==> config.mk <==
export PLATFORM = sky130hd
export DESIGN_NAME = fpsub_pipe
export DESIGN_NICKNAME = d
export VERILOG_FILES = /design/src/rtl/fpsub_pipe.sv
export SDC_FILE = /design/constraint.sdc
export NUM_CORES = 1
export LEC_CHECK = 0
export BUFFER_PORTS_ARGS = -buffer_cell sky130_fd_sc_hd__buf_4
export CORE_MARGIN = 2
export CORE_UTILIZATION = 55
export DETAILED_ROUTE_END_ITERATION = 7
export MAX_ROUTING_LAYER = met4
export PLACE_DENSITY = 0.76
export SLEW_MARGIN = 20
export SYNTH_ARGS = -nofsm -noshare
export SYNTH_HDL_FRONTEND = slang
export SYNTH_SLANG_ARGS = --single-unit
export TNS_END_PERCENT = 10
==> constraint.sdc <==
create_clock -name clk -period 5.7 [get_ports clk]
set_input_delay 0.285 -clock clk [delete_from_list [all_inputs] [get_ports clk]]
set_output_delay 0.285 -clock clk [all_outputs]
set_load 0.02 [all_outputs]
==> src/rtl/fpsub_pipe.sv <==
// FP32 subtractor (A - B), truncating, for normal operands only.
// Register chain: unpack -> compare/align -> add/normalize -> packed output; one global advance enable.
module fpsub_pipe (
    input  logic        clk,
    input  logic        reset,
    input  logic        in_valid,
    output logic        in_ready,
    input  logic [31:0] reg_A,
    input  logic [31:0] reg_B,
    output logic        out_valid,
    input  logic        out_ready,
    output logic [31:0] out
);

    // Every register advances together; a stalled output freezes the whole chain.
    logic adv;
    assign adv      = !out_valid || out_ready;
    assign in_ready = adv;

    function automatic logic [4:0] lzc24(input logic [23:0] v);
        lzc24 = 5'd24;
        for (int i = 0; i < 24; i++) begin
            if (v[i]) lzc24 = 5'(23 - i);
        end
    endfunction

    // Stage 1: unpack, with B's sign already negated.
    logic        s1_valid, s1_sa, s1_sb;
    logic [7:0]  s1_ea, s1_eb;
    logic [23:0] s1_ma, s1_mb;

    always_ff @(posedge clk or posedge reset) begin
        if (reset) begin
            s1_valid <= 1'b0;
            s1_sa    <= 1'b0;
            s1_sb    <= 1'b0;
            s1_ea    <= '0;
            s1_eb    <= '0;
            s1_ma    <= '0;
            s1_mb    <= '0;
        end else if (adv) begin
            s1_valid <= in_valid;
            s1_sa    <= reg_A[31];
            s1_sb    <= ~reg_B[31];
            s1_ea    <= reg_A[30:23];
            s1_eb    <= reg_B[30:23];
            s1_ma    <= {1'b1, reg_A[22:0]};
            s1_mb    <= {1'b1, reg_B[22:0]};
        end
    end

    // Stage 2: pick the larger magnitude and align the smaller one.
    logic        a_big;
    logic [7:0]  big_e, small_e, exp_diff;
    logic [23:0] big_m, small_m, small_al;

    always_comb begin
        a_big    = {s1_ea, s1_ma} >= {s1_eb, s1_mb};
        big_e    = a_big ? s1_ea : s1_eb;
        small_e  = a_big ? s1_eb : s1_ea;
        big_m    = a_big ? s1_ma : s1_mb;
        small_m  = a_big ? s1_mb : s1_ma;
        exp_diff = big_e - small_e;
        small_al = (exp_diff >= 8'd24) ? 24'd0 : (small_m >> exp_diff);
    end

    logic        s2_valid, s2_sign, s2_sub;
    logic [7:0]  s2_exp;
    logic [23:0] s2_mbig, s2_msmall;

    always_ff @(posedge clk or posedge reset) begin
        if (reset) begin
            s2_valid  <= 1'b0;
            s2_sign   <= 1'b0;
            s2_sub    <= 1'b0;
            s2_exp    <= '0;
            s2_mbig   <= '0;
            s2_msmall <= '0;
        end else if (adv) begin
            s2_valid  <= s1_valid;
            s2_sign   <= a_big ? s1_sa : s1_sb;
            s2_sub    <= s1_sa ^ s1_sb;
            s2_exp    <= big_e;
            s2_mbig   <= big_m;
            s2_msmall <= small_al;
        end
    end

    // Stage 3: add or subtract magnitudes, then renormalize.
    logic [24:0] sum25;
    logic [23:0] diff24, norm24, mant24;
    logic [4:0]  lz;
    logic [7:0]  exp_n;
    logic        is_zero;

    always_comb begin
        sum25   = {1'b0, s2_mbig} + {1'b0, s2_msmall};
        diff24  = s2_mbig - s2_msmall;
        lz      = lzc24(diff24);
        norm24  = diff24 << lz;
        is_zero = 1'b0;
        if (!s2_sub) begin
            if (sum25[24]) begin
                mant24 = sum25[24:1];
                exp_n  = s2_exp + 8'd1;
            end else begin
                mant24 = sum25[23:0];
                exp_n  = s2_exp;
            end
        end else begin
            mant24  = norm24;
            exp_n   = s2_exp - {3'b000, lz};
            is_zero = (diff24 == 24'd0);
        end
    end

    logic        s3_valid, s3_zero, s3_sign;
    logic [7:0]  s3_exp;
    logic [22:0] s3_mant;

    always_ff @(posedge clk or posedge reset) begin
        if (reset) begin
            s3_valid <= 1'b0;
            s3_zero  <= 1'b0;
            s3_sign  <= 1'b0;
            s3_exp   <= '0;
            s3_mant  <= '0;
        end else if (adv) begin
            s3_valid <= s2_valid;
            s3_zero  <= is_zero;
            s3_sign  <= s2_sign;
            s3_exp   <= exp_n;
            s3_mant  <= mant24[22:0];
        end
    end

    // Exact cancellation is always +0, whatever the operand signs were.
    always_ff @(posedge clk or posedge reset) begin
        if (reset) begin
            out_valid <= 1'b0;
            out       <= 32'h0000_0000;
        end else if (adv) begin
            out_valid <= s3_valid;
            out       <= s3_zero ? 32'h0000_0000 : {s3_sign, s3_exp, s3_mant};
        end
    end

endmodule

==> Word-level counts from Yosys, hierarchy flattened <==
Cells that the tools add are included.
{ "word_totals": {"mem_bits_ro": 0, "ff_bits": 193, "ram_bits": 0, "in_bits": 68, "latchBits": 0, "memories": 0, "elab_cells": 70} }
{ "op_classes": {"addsub": 5, "n_bitwise": 2, "div_mod_pow": 0, "shift": 2, "n_reduce_logical": 3, "muxes": 36, "n_eq_ne": 0, "magnitude_cmp": 2, "multipliers": 0} }
{ "ops": {"columns": ["op", "count"], "rows": [
  ["$mux W5", 23],
  ["$mux W24", 3],
  ["$mux W23", 2],
  ["$ge A32 B32 Y1", 1],
  ["$mux W32", 1],
  ["$mux W8", 4],
  ["$add A24 B24 Y25", 1],
  ["$logic_not A24 Y1", 1],
  ["$shl A24 B5 Y23", 1],
  ["$shr A24 B8 Y24", 1],
  ["$sub A24 B24 Y24", 1],
  ["$add A8 B1 Y8 const B", 1],
  ["$ge A8 B5 Y1 const B", 1],
  ["$sub A8 B5 Y8", 1],
  ["$sub A8 B8 Y8", 1],
  ["$mux W4", 1],
  ["$mux W1", 2],
  ["$logic_not A1 Y1", 1],
  ["$logic_or A1 B1 Y1", 1],
  ["$not A1 Y1", 1],
  ["$xor A1 B1 Y1", 1]
]} }

==> Depth between registers and ports, before layout <==
{ "logic_depth": {"word_depth": 27, "mapped_depth": 24} }

==> Worst setup path before layout <==
No wires, ideal clock.
{ "synth_path": {"path_type": "register to register", "start": "reg s1_ea[0]", "end": "reg s2_msmall[6]", "stages_incl_launch_ff": 21, "n_path_buf": 4, "arrival_time_ps": 4841, "path_slack_ps": 735, "required_ps": 5576, "period_less_slack_ps": 4965, "setup_time_ps": 124, "path_cell_list": "dfrtp_1 -> ha_1 -> buf_2 -> and4_1 -> and4_1 -> a21oi_1 -> o31a_1 -> o211ai_1 -> nor2_1 -> buf_2 -> buf_2 -> a21oi_1 -> ha_1 -> nand3b_1 -> xnor2_1 -> buf_2 -> mux2i_1 -> mux2i_1 -> mux2i_1 -> nor2_1 -> a211o_1"} }
{ "synth_via": {"elab_chain_len": 5, "word_cells_on_any_way": 8, "cone_classes": "add/sub: 1; order compare: 2; shift: 1; mux: 4"} }
{ "synth_rtl": {"columns": ["item", "line", "text"], "rows": [
  ["start, declared", "29", "logic [7:0] s1_ea, s1_eb;"],
  ["start signal, assigned", "45", "s1_ea <= reg_A[30:23];"],
  ["$ge A32 B32 Y1", "58", "a_big = {s1_ea, s1_ma} >= {s1_eb, s1_mb};"],
  ["$mux W8, on equally long branches", "59, 60", null],
  ["$sub A8 B8 Y8", "63", "exp_diff = big_e - small_e;"],
  ["$shr A24 B8 Y24 / $ge A8 B5 Y1 (equally long branches)", "64", "small_al = (exp_diff >= 8'd24) ? 24'd0 : (small_m >> exp_diff);"],
  ["$mux W24 (*)", "64", null],
  ["end signal, assigned", "85", "s2_msmall <= small_al;"],
  ["end, declared", "69", "logic [23:0] s2_mbig, s2_msmall;"]
]} }
Every way passes the cells marked *; elsewhere a longest branch is shown, timed or not.
A chain may end at the register's enable or synchronous reset.

==> Worst setup path in the final report <==
{ "layout_path": {"start": "reg s2_mbig[0]", "end": "reg s3_mant[14]"} }
{ "layout_via": {"elab_chain_len": 27, "word_cells_on_any_way": 29, "cone_classes": "add/sub: 2; shift: 1; mux: 26"} }
{ "layout_rtl": {"columns": ["item", "line", "text"], "rows": [
  ["start, declared", "69", null],
  ["start signal, assigned", "84", "s2_mbig <= big_m;"],
  ["$sub A24 B24 Y24", "98", "diff24 = s2_mbig - s2_msmall;"],
  ["$mux W4", "23", "if (v[i]) lzc24 = 5'(23 - i);"],
  ["$mux W5 (23 in series)", "23", null],
  ["$shl A24 B5 Y23", "100", "norm24 = diff24 << lz;"],
  ["$mux W23 (*)", "102", "if (!s2_sub) begin"],
  ["end signal, assigned", "133", "s3_mant <= mant24[22:0];"],
  ["end, declared", "119", "logic [22:0] s3_mant;"]
]} }
Marks and branches as above.

==> out/results.txt <==
H-tree depth - 4
Hold Worst Slack - 0.00828 ns
Post-CTS Repair Setup Buffers - 0
Post-synthesis xor/xnor area fraction - 2.49%
Top fanout value on the critical path - 18
Seq/Total Area, Yosys - 31.7%
Min cycle time layout - 5.37 ns
Ratio of cells with drive above 1 in the final layout - 12.9%
Max-slew violation count - 0
Setup_tns - 0 ns
Global-route wire length before repair - 73.8 mm
GPL Wtd Cong - 1.00
Setup ws final - 0.332 ns
Main synth FF type - dfrtp_1
Worst endpoint data arrival time - 5.65 ns
Met2 usage in global routing - 52.7%
Syn_nets - 1987
Adder-Cell Fraction of Synth Area - 7.34%
Tightest Pin Transition - 1.01 ns
Total Wirelength - 46.7 mm
Die Area - 28900 µm²
DRC viols - 0
Startpoint Class - flip-flop
HPWL after DPL - 35.0 mm
Layout area overhead - 10.9%
CTS sink count - 192
Largest net degree at the start of global routing - 161
Final setup viols - 0
Top Ports - 102
GRT Util Overall - 33.6%
Die width - 170 µm
Final worst path period share - 94.2%
Die height - 170 µm
Slew HR - 33.0%
Initial antenna violation count - 0
Post-Route Utilization - 62.2%
Antenna-violating nets left - 0
Most used routing layer - met2
Kind of critical path - reg -> reg
Final #Nets - 2028
WL/cell - 21.0 µm
Overflow after GRT - 0
Port bufs - 101
Worst-Skew Late Latency - 0.45 ns
Iteration-0 DRC count of the detailed router - 1510
Yosys warning count - 0
GR Util met1 - 44.3%
Worst setup EP type - flip-flop
Post-Synthesis Cells - 1832
Clock Skews - 0.0223 ns
Post-synth EDFFs - 0
Post-place setup slack - 0.478 ns
Async SR Flop Fraction - 100%
Synth cell types - 98
Drt pass-1 iters - 7
Syn avg cell area - 8.27 µm²
Vias post-DR - 14.1k
R2R cell count - 17
Vias per cell - 6.34
Largest family of logic cells by synthesized area - compound AO/OA/AOI/OAI gates
Number of synthesized register bits - 192
Mux cell area share after synthesis - 9.94%
RSZ-0062 raised after global routing - no
Compound-cell area share of the yosys netlist - 22.0%
Worst EP required - 5.98 ns
CTS tree - done
Initial Util - 56.0%
Clock root buffer - clkbuf_16
Fmax - 186 MHz
Final Hold Viols - 0
Core area - 27000 µm²
Synthesized cell area - 15100 µm²
CTS clk-pin slew, worst paths - 0.10 ns
HP Class - in -> async
Clk buf depth - 2
Vias in the first global route - 13.5k
Status - finished, final reports clean
Diode count - 0
Met3 usage - 4.42%
Post-Synth Simple-Gate Area - 21.2%
CTS Buf Count - 17
Max_cap viols - 0
Rows - 60
## per-layer routing
metal  wire [µm]  up-vias  share of wire (%)
met1       20400     6810                 44
met4        1990        0                4.3
met2       21600      575                 46
met5           0        -                  0
met3        2680       91                5.7
li1            -     6643                  -
## cell families after synthesis
logic type                 Yosys count
AOI/OAI and AO/OA                  498
xor gates and xnor gates            43
adders and majority gates           87
and+or+nand+nor                    691
muxes                              120
DFF                                192
buffers and inverters              201
## worst max-delay path: stages, from the launching register on
cell and delay (ns):
dfrtp_1 0.39, inv_1 0.06, ha_1 0.23, fa_1 0.45
nor2b_1 0.24, o2111ai_1 0.20, and3_1 0.30, nor2_1 0.44
a311oi_2 0.34, nor4_4 0.35, a2111oi_2 0.13, nor4_4 0.45
buf_4 0.38, mux2i_1 0.27, mux2i_1 0.14, mux2_1 0.35
a222oi_1 0.37, a21oi_1 0.12
## synth_stat cells (24+ instances only)
master | number | area (µm²)
a211oi_1 | 24 | 180
a21oi_1 | 128 | 641
clkbuf_1 | 70 | 263
dfrtp_1 | 192 | 4800
ha_1 | 84 | 1050
inv_1 | 88 | 330
mux2i_1 | 75 | 751
nand2_1 | 324 | 1220
nand2b_1 | 24 | 150
nand3b_1 | 36 | 270
nor2_1 | 152 | 571
o21ai_0 | 113 | 566
xnor2_1 | 27 | 236
## placed cells by master (no fill, tap or decap), drive strengths merged, types with 18 or more instances in the layout
master,instances
dfrtp,192
o21ai,126
nand2b,25
nand3,22
mux2,23
a21o,18
xnor2,27
o22ai,18
a21oi,129
nand3b,36
mux2i,75
ha,84
nor3,22
nor2,154
inv,103
a211oi,24
mux4,22
buf,129
clkbuf,18
nand2,325
## cell type report
class	count	area, µm²
Multi-Input combinational cell	1439	9570
Clock inverter	14	188
Inverter	93	364
Fill cell	2413	10200
Sequential cell	192	4800
Timing Repair Buffer	130	1000
Clock buffer	18	439
Tap cell	341	427
## path summary, 6_finish.rpt
kind,end,start,slack (ns)
worst min register to register,out[3],out[3],0.47
max in group asynchronous,s3_mant[12],reset,4.34
min in group clk,s1_ma[11],reg_A[11],0.02
worst max-delay path,s3_mant[14],s2_mbig[0],0.33
worst min-delay path,s1_ma[13],reset,0.008
worst max register to register,s3_mant[14],s2_mbig[0],0.33
## state kept, by name (all words and copies together) (netlist names), 8 cells and up
register,flops
s2_mbig,24
out,32
s3_exp,8
s1_ea,8
s1_ma,24
s3_mant,23
s1_mb,23
s2_msmall,24
s2_exp,8
s1_eb,8
## timing repair
action | 4_1_cts | 5_1_grt
setup endpoints to repair | 0 | 1
endpoints found under the hold margin | 1 | 0
gates resized for setup | 0 | 1
hold buffers | 1 | 0
## through the flow
stage          cell area (µm²)  cells
2_1_floorplan            15100   1832
3_3_place_gp             16200   2194
3_5_place_dp             16200   2194
4_1_cts                  16800   2227
5_1_grt                  16800   2227
6_report                 16800   2227
Power is not shown: default switching activity piles up to over one toggle a cycle in this logic, so the estimate is an artifact.
